[src/rtl/piece_mover.sv]
`default_nettype none
// +------------------------------------------------------------------------+
// | piece_mover: turns gameplay commands into tetromino moves, checks the  |
// | four candidate cells against the board and commits or rejects them.    |
// | Optional macro WALL_KICK_EN: blocked rotations retry at x-1, then x+1. |
// | Revision: 1.0                                                          |
// +------------------------------------------------------------------------+
module piece_mover #(
  parameter int COLS    = 10,
  parameter int ROWS    = 20,
  parameter int SPAWN_X = 3,
  parameter int XW      = 4,
  parameter int YW      = 5
) (
  input  logic          Clk,
  input  logic          Resetn,
  input  logic [3:0]    changeblock,
  input  logic          spawn,
  input  logic [2:0]    spawn_type,
  output logic          query_valid,
  output logic [XW-1:0] query_x,
  output logic [YW-1:0] query_y,
  input  logic          query_occ,
  output logic [XW-1:0] piece_x,
  output logic [YW-1:0] piece_y,
  output logic [1:0]    piece_rot,
  output logic [2:0]    piece_type,
  output logic          busy,
  output logic          moved,
  output logic          lock,
  output logic          game_over
);
  localparam logic [3:0] C_NOTPLAY = 4'b0000;
  localparam logic [3:0] C_DROP    = 4'b0010;
  localparam logic [3:0] C_LEFT    = 4'b0011;
  localparam logic [3:0] C_RIGHT   = 4'b0100;
  localparam logic [3:0] C_DOWN    = 4'b0101;
  localparam logic [3:0] C_ROT     = 4'b0110;

  localparam logic [XW:0] COLS_X   = COLS[XW:0];
  localparam logic [YW:0] ROWS_Y   = ROWS[YW:0];
  localparam logic [XW:0] SPAWN_XX = SPAWN_X[XW:0];
  localparam logic [XW:0] ONE_X    = {{XW{1'b0}}, 1'b1};
  localparam logic [YW:0] ONE_Y    = {{YW{1'b0}}, 1'b1};

  typedef enum logic [1:0] {IDLE = 2'd0, CHECK = 2'd1, RESOLVE = 2'd2} state_t;
  state_t state, state_nxt;

  // Positions carry an extra sign bit so boxes may hang past the left wall.
  logic [XW:0] px, cx, cell_x;
  logic [YW:0] py, cy, cell_y;
  logic [1:0]  prot, crot, idx, kick, dx, dy;
  logic [2:0]  ptype, ctype, stype;
  logic [3:0]  cop, pend_code, code_sel;
  logic        cspawn, blocked, prev_chk, prev_oob, pend_v, cell_oob;
  logic        abort, start_spawn, start_pend, start_cur, commit, retry;
  logic        lock_hit, kick_ok, blocked_now;

  function automatic logic is_action(input logic [3:0] c);
    return (c >= C_DROP) && (c <= C_ROT);
  endfunction

  // Returns {dx, dy} of cell k; each nibble of the table is one {dx, dy} pair.
  function automatic logic [3:0] cell_offset(input logic [2:0] t, input logic [1:0] r,
                                             input logic [1:0] k);
    logic [15:0] cells;
    logic [1:0]  smax, ox, oy, tmp;
    case (t)
      3'd1:    begin cells = 16'h5140; smax = 2'd1; end
      3'd2:    begin cells = 16'h9514; smax = 2'd2; end
      3'd3:    begin cells = 16'h5184; smax = 2'd2; end
      3'd4:    begin cells = 16'h9540; smax = 2'd2; end
      3'd5:    begin cells = 16'h9510; smax = 2'd2; end
      3'd6:    begin cells = 16'h9518; smax = 2'd2; end
      default: begin cells = 16'hD951; smax = 2'd3; end
    endcase
    ox = cells[{k, 2'b10} +: 2];
    oy = cells[{k, 2'b00} +: 2];
    for (int i = 0; i < 3; i++) begin
      if (r > 2'(i)) begin
        tmp = smax - oy;
        oy  = ox;
        ox  = tmp;
      end
    end
    return {ox, oy};
  endfunction

  always_comb begin
    {dx, dy}    = cell_offset(ctype, crot, idx);
    cell_x      = cx + {{(XW-1){1'b0}}, dx};
    cell_y      = cy + {{(YW-1){1'b0}}, dy};
    cell_oob    = cell_x[XW] || (cell_x >= COLS_X) || cell_y[YW] || (cell_y >= ROWS_Y);
    query_valid = (state == CHECK) && !cell_oob;
    query_x     = cell_x[XW-1:0];
    query_y     = cell_y[YW-1:0];
  end

  assign piece_x    = px[XW-1:0];
  assign piece_y    = py[YW-1:0];
  assign piece_rot  = prot;
  assign piece_type = ptype;
  assign busy       = (state != IDLE);
  assign stype      = (spawn_type == 3'd7) ? 3'd0 : spawn_type;
  assign code_sel   = start_pend ? pend_code : changeblock;

  always_ff @(posedge Clk) begin
    if (!Resetn) state <= IDLE;
    else         state <= state_nxt;
  end

  always_comb begin
    state_nxt   = state;
    abort       = (changeblock == C_NOTPLAY);
    start_spawn = 1'b0;
    start_pend  = 1'b0;
    start_cur   = 1'b0;
    commit      = 1'b0;
    retry       = 1'b0;
    lock_hit    = 1'b0;
    blocked_now = blocked | (prev_chk & (prev_oob | query_occ));
`ifdef WALL_KICK_EN
    kick_ok     = (cop == C_ROT) && (kick != 2'd2);
`else
    kick_ok     = 1'b0;
`endif
    case (state)
      IDLE: begin
        if (spawn)                       start_spawn = 1'b1;
        else if (!abort && pend_v)       start_pend  = 1'b1;
        else if (is_action(changeblock)) start_cur   = 1'b1;
        if (start_spawn || start_pend || start_cur) state_nxt = CHECK;
      end
      CHECK: begin
        if (abort)              state_nxt = IDLE;
        else if (idx == 2'd3)   state_nxt = RESOLVE;
      end
      RESOLVE: begin
        state_nxt = IDLE;
        if (abort) begin
          state_nxt = IDLE;
        end else if (!blocked_now || cspawn) begin
          commit = 1'b1;
        end else if (kick_ok) begin
          retry     = 1'b1;
          state_nxt = CHECK;
        end else if ((cop == C_DROP) || (cop == C_DOWN)) begin
          lock_hit = 1'b1;
        end
      end
      default: state_nxt = IDLE;
    endcase
  end

  always_ff @(posedge Clk) begin
    if (!Resetn) begin
      px <= SPAWN_XX;  py <= '0;  prot <= '0;  ptype <= '0;
      cx <= '0;  cy <= '0;  crot <= '0;  ctype <= '0;
      cop <= C_NOTPLAY;  cspawn <= 1'b0;  idx <= '0;  kick <= '0;
      blocked <= 1'b0;  prev_chk <= 1'b0;  prev_oob <= 1'b0;
      pend_v <= 1'b0;  pend_code <= C_NOTPLAY;
      moved <= 1'b0;  lock <= 1'b0;  game_over <= 1'b0;
    end else begin
      prev_chk  <= (state == CHECK);
      prev_oob  <= cell_oob;
      moved     <= commit & ~blocked_now;
      game_over <= commit & blocked_now;
      lock      <= lock_hit;
      if (state != IDLE) begin
        idx     <= idx + 2'd1;
        blocked <= blocked_now;
      end
      if (start_spawn) begin
        cx <= SPAWN_XX;  cy <= '0;  crot <= '0;  ctype <= stype;
        ptype <= stype;  cspawn <= 1'b1;  cop <= C_NOTPLAY;
      end else if (start_pend || start_cur) begin
        cx <= px;  cy <= py;  crot <= prot;  ctype <= ptype;
        cspawn <= 1'b0;  cop <= code_sel;
        case (code_sel)
          C_DROP, C_DOWN: cy   <= py + ONE_Y;
          C_LEFT:         cx   <= px - ONE_X;
          C_RIGHT:        cx   <= px + ONE_X;
          C_ROT:          crot <= prot + 2'd1;
          default:        ;
        endcase
      end
      if (start_spawn || start_pend || start_cur) begin
        idx <= '0;  blocked <= 1'b0;  kick <= '0;
      end
      if (retry) begin
        cx      <= (kick == 2'd0) ? (px - ONE_X) : (px + ONE_X);
        idx     <= '0;
        blocked <= 1'b0;
        kick    <= kick + 2'd1;
      end
      if (commit) begin
        px <= cx;  py <= cy;  prot <= crot;  ptype <= ctype;
      end
      // Pending is one deep; a queued Drop survives later non-Drop codes.
      if (abort) begin
        pend_v <= 1'b0;
      end else if (is_action(changeblock) && (start_pend || state != IDLE || start_spawn)) begin
        if (start_pend || !(pend_v && pend_code == C_DROP && changeblock != C_DROP)) begin
          pend_v    <= 1'b1;
          pend_code <= changeblock;
        end
      end else if (start_pend) begin
        pend_v <= 1'b0;
      end
    end
  end
endmodule
`default_nettype wire

[config.mk]
export PLATFORM = sky130hd
export DESIGN_NAME = piece_mover
export DESIGN_NICKNAME = d
export VERILOG_FILES = /design/src/rtl/piece_mover.sv
export SDC_FILE = /design/constraint.sdc
export NUM_CORES = 1
export LEC_CHECK = 0
export CORE_ASPECT_RATIO = 1.1
export CORE_MARGIN = 8
export CORE_UTILIZATION = 68
export CTS_CLUSTER_SIZE = 12
export DETAILED_ROUTE_END_ITERATION = 16
export DONT_BUFFER_PORTS = 1
export GPL_ROUTABILITY_DRIVEN = 0
export GPL_TIMING_DRIVEN = 1
export PLACE_DENSITY_LB_ADDON = 0.2
export SLEW_MARGIN = 20
export SYNTH_ARGS = -nofsm -noshare
export SYNTH_HDL_FRONTEND = slang
export SYNTH_SLANG_ARGS = --single-unit
[constraint.sdc]
create_clock -name Clk -period 8.6 [get_ports Clk]
set_input_delay 1.72 -clock Clk [delete_from_list [all_inputs] [get_ports Clk]]
set_output_delay 1.72 -clock Clk [all_outputs]
set_load 0.005 [all_outputs]
* Word level (Yosys, flattened, before mapping)
Index checks and enable logic that the tools add are counted.
** Storage, ports and cells
- Input bits :: 11
- Logic and storage cells :: 153
- Register bits :: 52
** Operators by class
- $add $sub $neg :: 10
- Equality and inequality tests :: 22
- Muxes and demuxes :: 44
- Shifts and indexed selects :: 2
- Reduce and logical (&&, ||, !) cells :: 38
- Bitwise gates (word level) :: 9
- Order comparisons :: 7
** Operator list (count)
- one-hot mux 16 bit (6 select lines) :: 1
- variable part select 16 x 5 -> 2 bit :: 2
- two-way mux 2 bit :: 12
- two-way mux 1 bit :: 21
- equality test 4 x 2 -> 1 bit, second input constant :: 4
- equality test 4 x 3 -> 1 bit, second input constant :: 4
- two-way mux 3 bit :: 5
- logical OR 1 bit :: 13
- equality test 3 bit, second input constant :: 4
- one-hot mux 5 bit (2 select lines) :: 1
- one-hot mux 2 bit (2 select lines) :: 2
- nonzero test 2 bit :: 4
- OR reduction 2 bit :: 4
- adder 6 x 1 -> 6 bit, second input constant :: 1
- adder 6 x 2 -> 6 bit :: 1
- equality test 3 x 2 -> 1 bit, second input constant :: 2
- >= comparator 6 x 5 -> 1 bit, second input constant :: 1
- logical AND 1 bit :: 6
- two-way mux 6 bit :: 1
- subtractor 2 bit :: 3
- adder 5 x 1 -> 5 bit, second input constant :: 1
- adder 5 x 2 -> 5 bit :: 1
- >= comparator 5 x 4 -> 1 bit, second input constant :: 1
- OR reduction 5 bit :: 1
- other kinds (23) :: 36

* Longest topological paths before layout
Gate-level depths: netlist of the first run.
- Word-level depth :: 15
- Gate-level depth with buffers :: 19

* Least setup slack after synthesis of the first run
Ideal clock, no wire load.
- Path kind :: flip-flop to output port
- From :: register idx[0]
- To :: output port query_valid
- Setup slack :: 3.185 ns
- Stages on the path, launching flop included :: 18
- Data arrival time :: 3.695 ns
- Path through :: dfxtp_1 clkbuf_1 o21a_1 a21oi_1 o21ai_0 ha_1 mux2i_1 ha_1 mux4_2 inv_1 ha_1 inv_1 fa_1 xnor2_1 nand2b_1 a2111oi_0 o211ai_1 nor3b_1
** Between the ends
- Word-level cells in the longest chain between the ends :: 13
- Elaborated cells between the ends (all ways) :: 20
- Classes of those cells :: add/sub (5); order compare (2); shift (2); mux (6); reduce/logical (5)
** RTL lines
- start: declaration :: RTL line 52 : logic [1:0] prot, crot, idx, kick, dx, dy;
- start signal: assignment :: RTL line 170 : idx <= idx + 2'd1;
- variable part select 16 x 5 -> 2 bit :: RTL line 78 : oy = cells[{k, 2'b00} +: 2];
- subtractor 2 bit :: RTL line 81 : tmp = smax - oy;
- two-way mux 2 bit (2 in a row) :: RTL line 80 : if (r > 2'(i)) begin
- subtractor 2 bit :: RTL line 81
- two-way mux 2 bit (*) :: RTL line 80
- adder 5 x 2 -> 5 bit (*) :: RTL line 91 : cell_x = cx + {{(XW-1){1'b0}}, dx};
- named net query_x[2] :: RTL line 21 : output logic [XW-1:0] query_x,
- >= comparator 5 x 4 -> 1 bit (*) :: RTL line 93 : cell_oob = cell_x[XW] || (cell_x >= COLS_X) || cell_y[YW] || (cell_y >= ROWS_Y);
- logical OR 1 bit (*) (3 in a row) :: RTL line 93
- logical NOT 1 bit (*) :: RTL line 94 : query_valid = (state == CHECK) && !cell_oob;
- logical AND 1 bit (*) :: RTL line 94
- end: declaration :: RTL line 20 : output logic query_valid,
Mark *: on every way through the listed nets, which the timed path passes. The rest lies on a longest branch.

* Final worst setup path of the first run
Ends and elaborated chain as after synthesis.

==> flow_summary_export.csv, run 1 <==
group,metric,value,unit
routing,wl_met2,3.36,mm
routing,drc,0,
routing,drtPass1Iterations,4,
power,cellLeakagePower,0.00121,uW
sta,finalHoldViolations,0,
routing,routed.top_layer,"met4",
power,powerDensity,159,nW/um^2
synth,syn_inst,364,
layout,fin_nets,367,
setup_path,critPathMaxFanout,12,
routing,wl_met1,3.02,mm
cts,path_clk_slew,100,ps
setup_path,reg2regPathDepth,15,
routing,vias,2519,
synth,synth_nets,390,
outcome,status,"complete, no violations",
cts,cts_tree,"yes",
setup_path,path_cells,"mux2i_1 > o21ai_0 > ha_1 > mux2i_1 > ha_1 > mux4_2 > inv_1 > ha_1 > inv_1 > fa_1 > xnor2_1 > nand2b_1 > a2111oi_0 > o211ai_1 > nor3b_1",
synth,ys_seq_elements,52,
setup_path,slowest_delay,570,ps
synth,ys_types,60,
synth,synth_edf_count,0,
die,die_y,88.6,microns
synth,synth_seq_area_share,32.0,%
global_routing,gr-usage-all-layers,20.4,%
setup_path,crit_arrival,4430,ps
cts,cts_resized,0,
die,rows,26,
die,die_area,7270,sq um
placed_design,io_buffers,0,
layout,fin_cells,398,
power,power,525,uW
routing,routed_wirelength,7.03,mm
synth,yosysWarnings,0,
setup_path,path_class,"reg2out",
hold_path,holdCritPathClass,"reg2reg",
setup_path,critical_path_depth,15,
routing,drt_iter0_markers,145,
setup_path,critical-path-top-delay-family,"adder cells",
setup_path,cp_common_cell,"ha_1",
setup_path,path_buf_inv,2,
routing,wire_per_inst,17.7,microns
cts,cts.hold.buffers_added,0,
setup_path,worst_ep_required_time,6880,ps
hold_path,whs_path_depth,1,
die,fp.dieW,82,microns
routing,wl_met3,461,microns
global_routing,antenna_found_initial,0,
sta,slew_viol_final,0,
layout,antenna_cells,0,
sta,finalSetupViolations,0,
sta,post-route-period-util,71.6,%
routing,via_per_inst,6.33,
cts,cts_root_buffer,"clkbuf_8",
sta,fin_worst_skew,5.94,ps
cts,clock_latency,310,ps
sta,min_period,6150,ps
placed_design,placed_cells,390,
power,peakVddDrop,0.000160,V
sta,rsz0062_at_grt,"no",
global_routing,grt_pass1_wl,11.7,mm
sta,slew-limit-headroom,46.0,%
cts,h-tree-depth,2,
setup_path,critPathSlowestCell,"dfxtp_1",
sta,setup_tns,0,ps
die,io_pins,39,
placed_design,dp_hpwl,5.07,mm
synth,ys.flop_type,"dfxtp_1",
global_routing,grt_max_degree,36,
flow_run,maxCapViolCount,0,
layout,area_growth,1.57,%
synth,synth_area,3260,sq um
setup_path,cp-end-kind,"output port",
sta,max_freq,162,MHz
cts,cts_made_buffers,5,
sta,worst_pin_slew,804,ps
cts,cts.repair_timing.setup_buffer_count,0,
die,start_util,70.5,%
global_routing,grt_pass1_vias,2479,
die,coreArea,4620,sq um
synth,synthArstFlopShare,0,%
cts,cts_buffer_depth,2,
setup_path,start_kind,"flop",
synth,syn_avg_cell_area,8.95,sq um
global_routing,globalRouteOverflowTotal,0,
cts,cts.sinks,52,
routing,antenna_left,0,
layout,drive_gt1_share,7.31,%
worst reg2reg max path: cells and delay by family (launching register included):
family,cells,cell delay [ps]
muxes,3,760
AOI/OAI and AO/OA,3,890
buffers and inverters,2,130
and+or+nand+nor,2,390
DFF,1,570
xor gates and xnor gates,1,170
adders and majority gates,4,1100
stage by stage:
stage	hold WS (ps)	cell area (sq um)	setup WS (ps)	util [%]
after floorplan	433	3260	3190	-
after global placement	454	3190	2960	69.0
after detailed placement	467	3190	2820	69.0
after CTS	487	3310	2450	71.6
after global routing	506	3310	2150	71.6
final	484	3310	2450	71.6
layout by cell type (no fill, tap or decap), types with 3 or more instances in the layout:
| cell | instances |
|---|---|
| dfxtp_1 | 52 |
| mux2i_1 | 30 |
| nand2_1 | 26 |
| nor2_1 | 21 |
| nor2b_1 | 20 |
| o21ai_0 | 15 |
| o2bb2ai_1 | 15 |
| xnor2_1 | 14 |
| ha_1 | 12 |
| a21oi_1 | 11 |
| inv_1 | 10 |
| and2_1 | 8 |
| and3_1 | 8 |
| nand3_1 | 8 |
| xor2_1 | 7 |
| clkbuf_8 | 6 |
| a31oi_1 | 5 |
| o21a_1 | 4 |
| nor3_1 | 4 |
| nand2b_1 | 4 |
| nand3b_1 | 4 |
| o211ai_1 | 4 |
| o211a_1 | 4 |
| a21o_1 | 3 |
| nor3b_1 | 3 |
| fa_1 | 3 |
logic make-up (layout without fill, tap and decap cells):
group	after synthesis	in the layout	synth area share (%)
mux	32	32	10.3
buf+inv	42	20	6.11
flops	52	52	32.0
simple gates	123	123	22.0
fa+ha+maj	16	16	6.76
xor+xnor	21	21	5.65
compound gates	78	78	17.2
per-layer routing:
layer / up-vias / global-route usage [%]
met5: - / 0
met4: 0 / 8.15
met3: 13 / 5.39
met2: 61 / 34.3
met1: 1201 / 23.8
li1: 1244 / -
Yosys cell counts (all sizes together), types with 7 or more instances:
cell | n | area [sq um]
xnor2 | 14 | 123
nor2 | 22 | 90.1
a21oi | 12 | 63.8
and2 | 8 | 50.1
nor2b | 20 | 125
nand3 | 8 | 40.0
and3 | 8 | 50.1
o21ai | 16 | 83.8
ha | 12 | 150
clkbuf | 16 | 60.1
buf | 16 | 101
o2bb2ai | 15 | 131
mux2i | 30 | 300
inv | 10 | 37.5
xor2 | 7 | 61.3
nand2 | 26 | 97.6
dfxtp | 52 | 1040
sequential cells by signal, summed over array words and instances (netlist names), 2 cells and up:
| name | cells |
|---|---|
| py | 6 |
| cop | 4 |
| crot | 2 |
| ctype | 3 |
| cx | 5 |
| px | 5 |
| state | 2 |
| cy | 6 |
| piece_rot | 2 |
| pend_code | 4 |
| idx | 2 |
| piece_type | 3 |
layout make-up:
class / instances / area, sq um
Clock buffer: 6 / 82.6
Clock inverter: 2 / 38.8
Fill cell: 365 / 1310
Inverter: 10 / 37.5
Multi-Input combinational cell: 270 / 2020
Sequential cell: 52 / 1040
Tap cell: 56 / 70.1
Timing Repair Buffer: 2 / 15.0
report_power, final:
| part | total (uW) | leakage, uW | switching, uW | internal [uW] |
|---|---|---|---|---|
| logic | 86.5 | 0.000729 | 47.4 | 39.1 |
| clock network | 178 | 0.0000614 | 82.8 | 95.2 |
| registers | 260 | 0.000422 | 11.8 | 248 |
| total | 525 | 0.00121 | 142 | 383 |
worst paths after layout:
check                       from             endpoint  slack (ps)
max reg2reg  idx[0]$_SDFFE_PP0N_  prev_oob$_SDFF_PN0_        4470
max          idx[0]$_SDFFE_PP0N_          query_valid        2450
min          cop[1]$_SDFFE_PP0P_  cop[1]$_SDFFE_PP0P_         480
min reg2reg  cop[1]$_SDFFE_PP0P_  cop[1]$_SDFFE_PP0P_         480
Note: power is estimated with default switching activity, not from simulation.
==> run 2: changes to the inputs <==
--- a/config.mk
+++ b/config.mk
@@ -7,7 +7,7 @@
 export LEC_CHECK = 0
 export CORE_ASPECT_RATIO = 1.1
 export CORE_MARGIN = 8
-export CORE_UTILIZATION = 68
+export CORE_UTILIZATION = 64
 export CTS_CLUSTER_SIZE = 12
 export DETAILED_ROUTE_END_ITERATION = 16
 export DONT_BUFFER_PORTS = 1
==> constraint.sdc (replaced) <==
create_clock -name Clk -period 6.1 [get_ports Clk]
set_input_delay 1.22 -clock Clk [delete_from_list [all_inputs] [get_ports Clk]]
set_output_delay 1.22 -clock Clk [all_outputs]
set_load 0.005 [all_outputs]
==> run 2 against run 1 <==
Global-route usage decreased by 2.2 points. First-iteration DRC count is 2.1% lower. Critical path type unchanged. Setup slack worse by 2100 ps. Highest routed layer unchanged. Register-to-register slack worse by 2600 ps. Combinational power up 40%. Critical path depth did not move.
==> flow_summary_export.csv, run 2 (synthesis gave the netlist of run 1 again) <==
group,metric,value,unit
layout,multi_input_area,2020,sq um
routing,antenna_left,0,
placed_design,dp_hpwl,5.20,mm
routing,wire_per_inst,17.3,microns
cts,cts_buffer_depth,2,
layout,final_common_cell,"dfxtp_1",
setup_path,critPathSlowestCell,"dfxtp_1",
power,peakVddDrop,0.000139,V
setup_path,worst_ep_required_time,4880,ps
cts,cts.repair_timing.setup_buffer_count,0,
routing,drc,0,
layout,final_cell_mix,"dfxtp_1 (52), mux2i_1 (30), nand2_1 (26), nor2_1 (21), nor2b_1 (20)",
hold_path,holdCritPathClass,"reg2reg",
cts,cts_tree,"yes",
setup_path,slowest_delay,570,ps
sta,slew-limit-headroom,50.0,%
setup_path,reg2regPathDepth,15,
setup_path,crit_arrival,4550,ps
global_routing,grt_pass1_wl,11.6,mm
sta,min_period,5770,ps
setup_path,critical-path-top-delay-family,"adder cells",
setup_path,path_buf_inv,2,
power,cellLeakagePower,0.00121,uW
routing,routed_wirelength,6.95,mm
sta,fin_worst_skew,8.41,ps
sta,max_freq,173,MHz
routing,drt_iter0_markers,142,
placed_design,postPlaceCellArea,3210,sq um
sta,finalSetupViolations,0,
hold_path,whs_path_depth,1,
cts,cts_made_buffers,5,
cts,cts_resized,0,
routing,via_per_inst,6.19,
hold_path,hp-start,"cop[3]$_SDFFE_PP0P_",
layout,fin_nets,369,
setup_path,cp-end-kind,"output port",
cts,cts.sinks,52,
global_routing,grt_max_degree,36,
sta,worst_pin_slew,744,ps
die,start_util,65.6,%
setup_path,critPathMaxFanout,12,
setup_path,reg2reg_slack,1890,ps
setup_path,rr_endpoint,"prev_oob$_SDFF_PN0_",
power,powerDensity,209,nW/um^2
die,die_y,90.8,microns
sta,rsz0062_at_grt,"no",
setup_path,cp_common_cell,"ha_1",
cts,h-tree-depth,2,
layout,area_growth,1.27,%
layout,drive_gt1_share,7.56,%
setup_path,path_class,"reg2out",
layout,final_core_util,66.4,%
global_routing,gr-usage-all-layers,18.2,%
layout,fillers,428,
layout,antenna_cells,0,
die,io_pins,39,
hold_path,min_to,"cop[3]$_SDFFE_PP0P_",
die,rows,27,
layout,reg_top3,"cy: 6 flops, py: 6 flops",
die,fp.dieW,84.0,microns
global_routing,globalRouteOverflowTotal,0,
outcome,status,"complete, no violations",
flow_run,maxCapViolCount,0,
layout,final_area,3300,sq um
cts,cts_root_buffer,"clkbuf_8",
setup_path,reg2reg_from,"idx[0]$_SDFFE_PP0N_",
sta,setup_tns,0,ps
die,die_area,7630,sq um
global_routing,grt_pass1_vias,2296,
global_routing,antenna_found_initial,0,
setup_path,path_cells,"mux2i_1 > o21ai_0 > ha_1 > mux2i_1 > ha_1 > mux4_2 > inv_1 > ha_1 > inv_1 > fa_1 > xnor2_1 > nand2b_1 > a2111oi_0 > o211ai_1 > nor3b_1",
sta,slew_viol_final,0,
layout,regArea,1040,sq um
power,power,690,uW
placed_design,io_buffers,0,
sta,finalHoldViolations,0,
sta,post-route-period-util,94.6,%
cts,cts.hold.buffers_added,0,
setup_path,start_kind,"flop",
cts,path_clk_slew,90,ps
routing,vias,2487,
cts,clock_latency,310,ps
die,coreArea,4970,sq um
routing,drtPass1Iterations,4,
[run 2: cell types whose count changed in the layout (fill, tap and decap cells not counted)]
cell,change
buf_4,+2
clkinvlp_4,+1
clkinv_4,-1
clkbuf_1,+1
bufinv_16,-1
[run 2: where the power goes]
part / internal [uW] / switching (uW)
sequential: 350 / 16.0
combinational: 55.1 / 66.2
clock: 92.4 / 111
[run 2: worst max-delay path by stage]
stage | slack (ps) | cells after the start | end | startpoint
6_report | 330 | 15 | query_valid | idx[0]$_SDFFE_PP0N_
5_1_grt | 70 | 15 | query_valid | idx[0]$_SDFFE_PP0N_
4_1_cts | 320 | 15 | query_valid | idx[0]$_SDFFE_PP0N_
3_5_place_dp | 670 | 15 | query_valid | idx[0]$_SDFFE_PP0N_
3_3_place_gp | 880 | 16 | query_valid | idx[0]$_SDFFE_PP0N_
2_1_floorplan | 1190 | 17 | query_valid | idx[0]$_SDFFE_PP0N_
[run 2: per-layer routing]
| metal | GRT usage (%) | wire (microns) | part of all wire (%) |
|---|---|---|---|
| met1 | 21.5 | 3000 | 43 |
| met2 | 31.1 | 3480 | 50 |
| met3 | 5.78 | 408 | 5.9 |
| met4 | 3.89 | 51 | 0.73 |
| met5 | 0 | 0 | 0 |
[run 2: stage by stage]
stage | hold WS, ps | setup WS [ps] | std cells
finish | 483 | 327 | 402
global route | 502 | 67.1 | 402
CTS | 482 | 324 | 402
detailed placement | 457 | 666 | 394
global placement | 451 | 879 | 394
floorplan | 433 | 1190 | 364
[run 2: area by class of cell]
class	instances	area share, %
Clock buffer	7	2.62
Timing Repair Buffer	4	0.910
Inverter	10	1.14
Tap cell	58	2.20
Clock inverter	1	0.228
Sequential cell	52	31.6
Multi-Input combinational cell	270	61.4
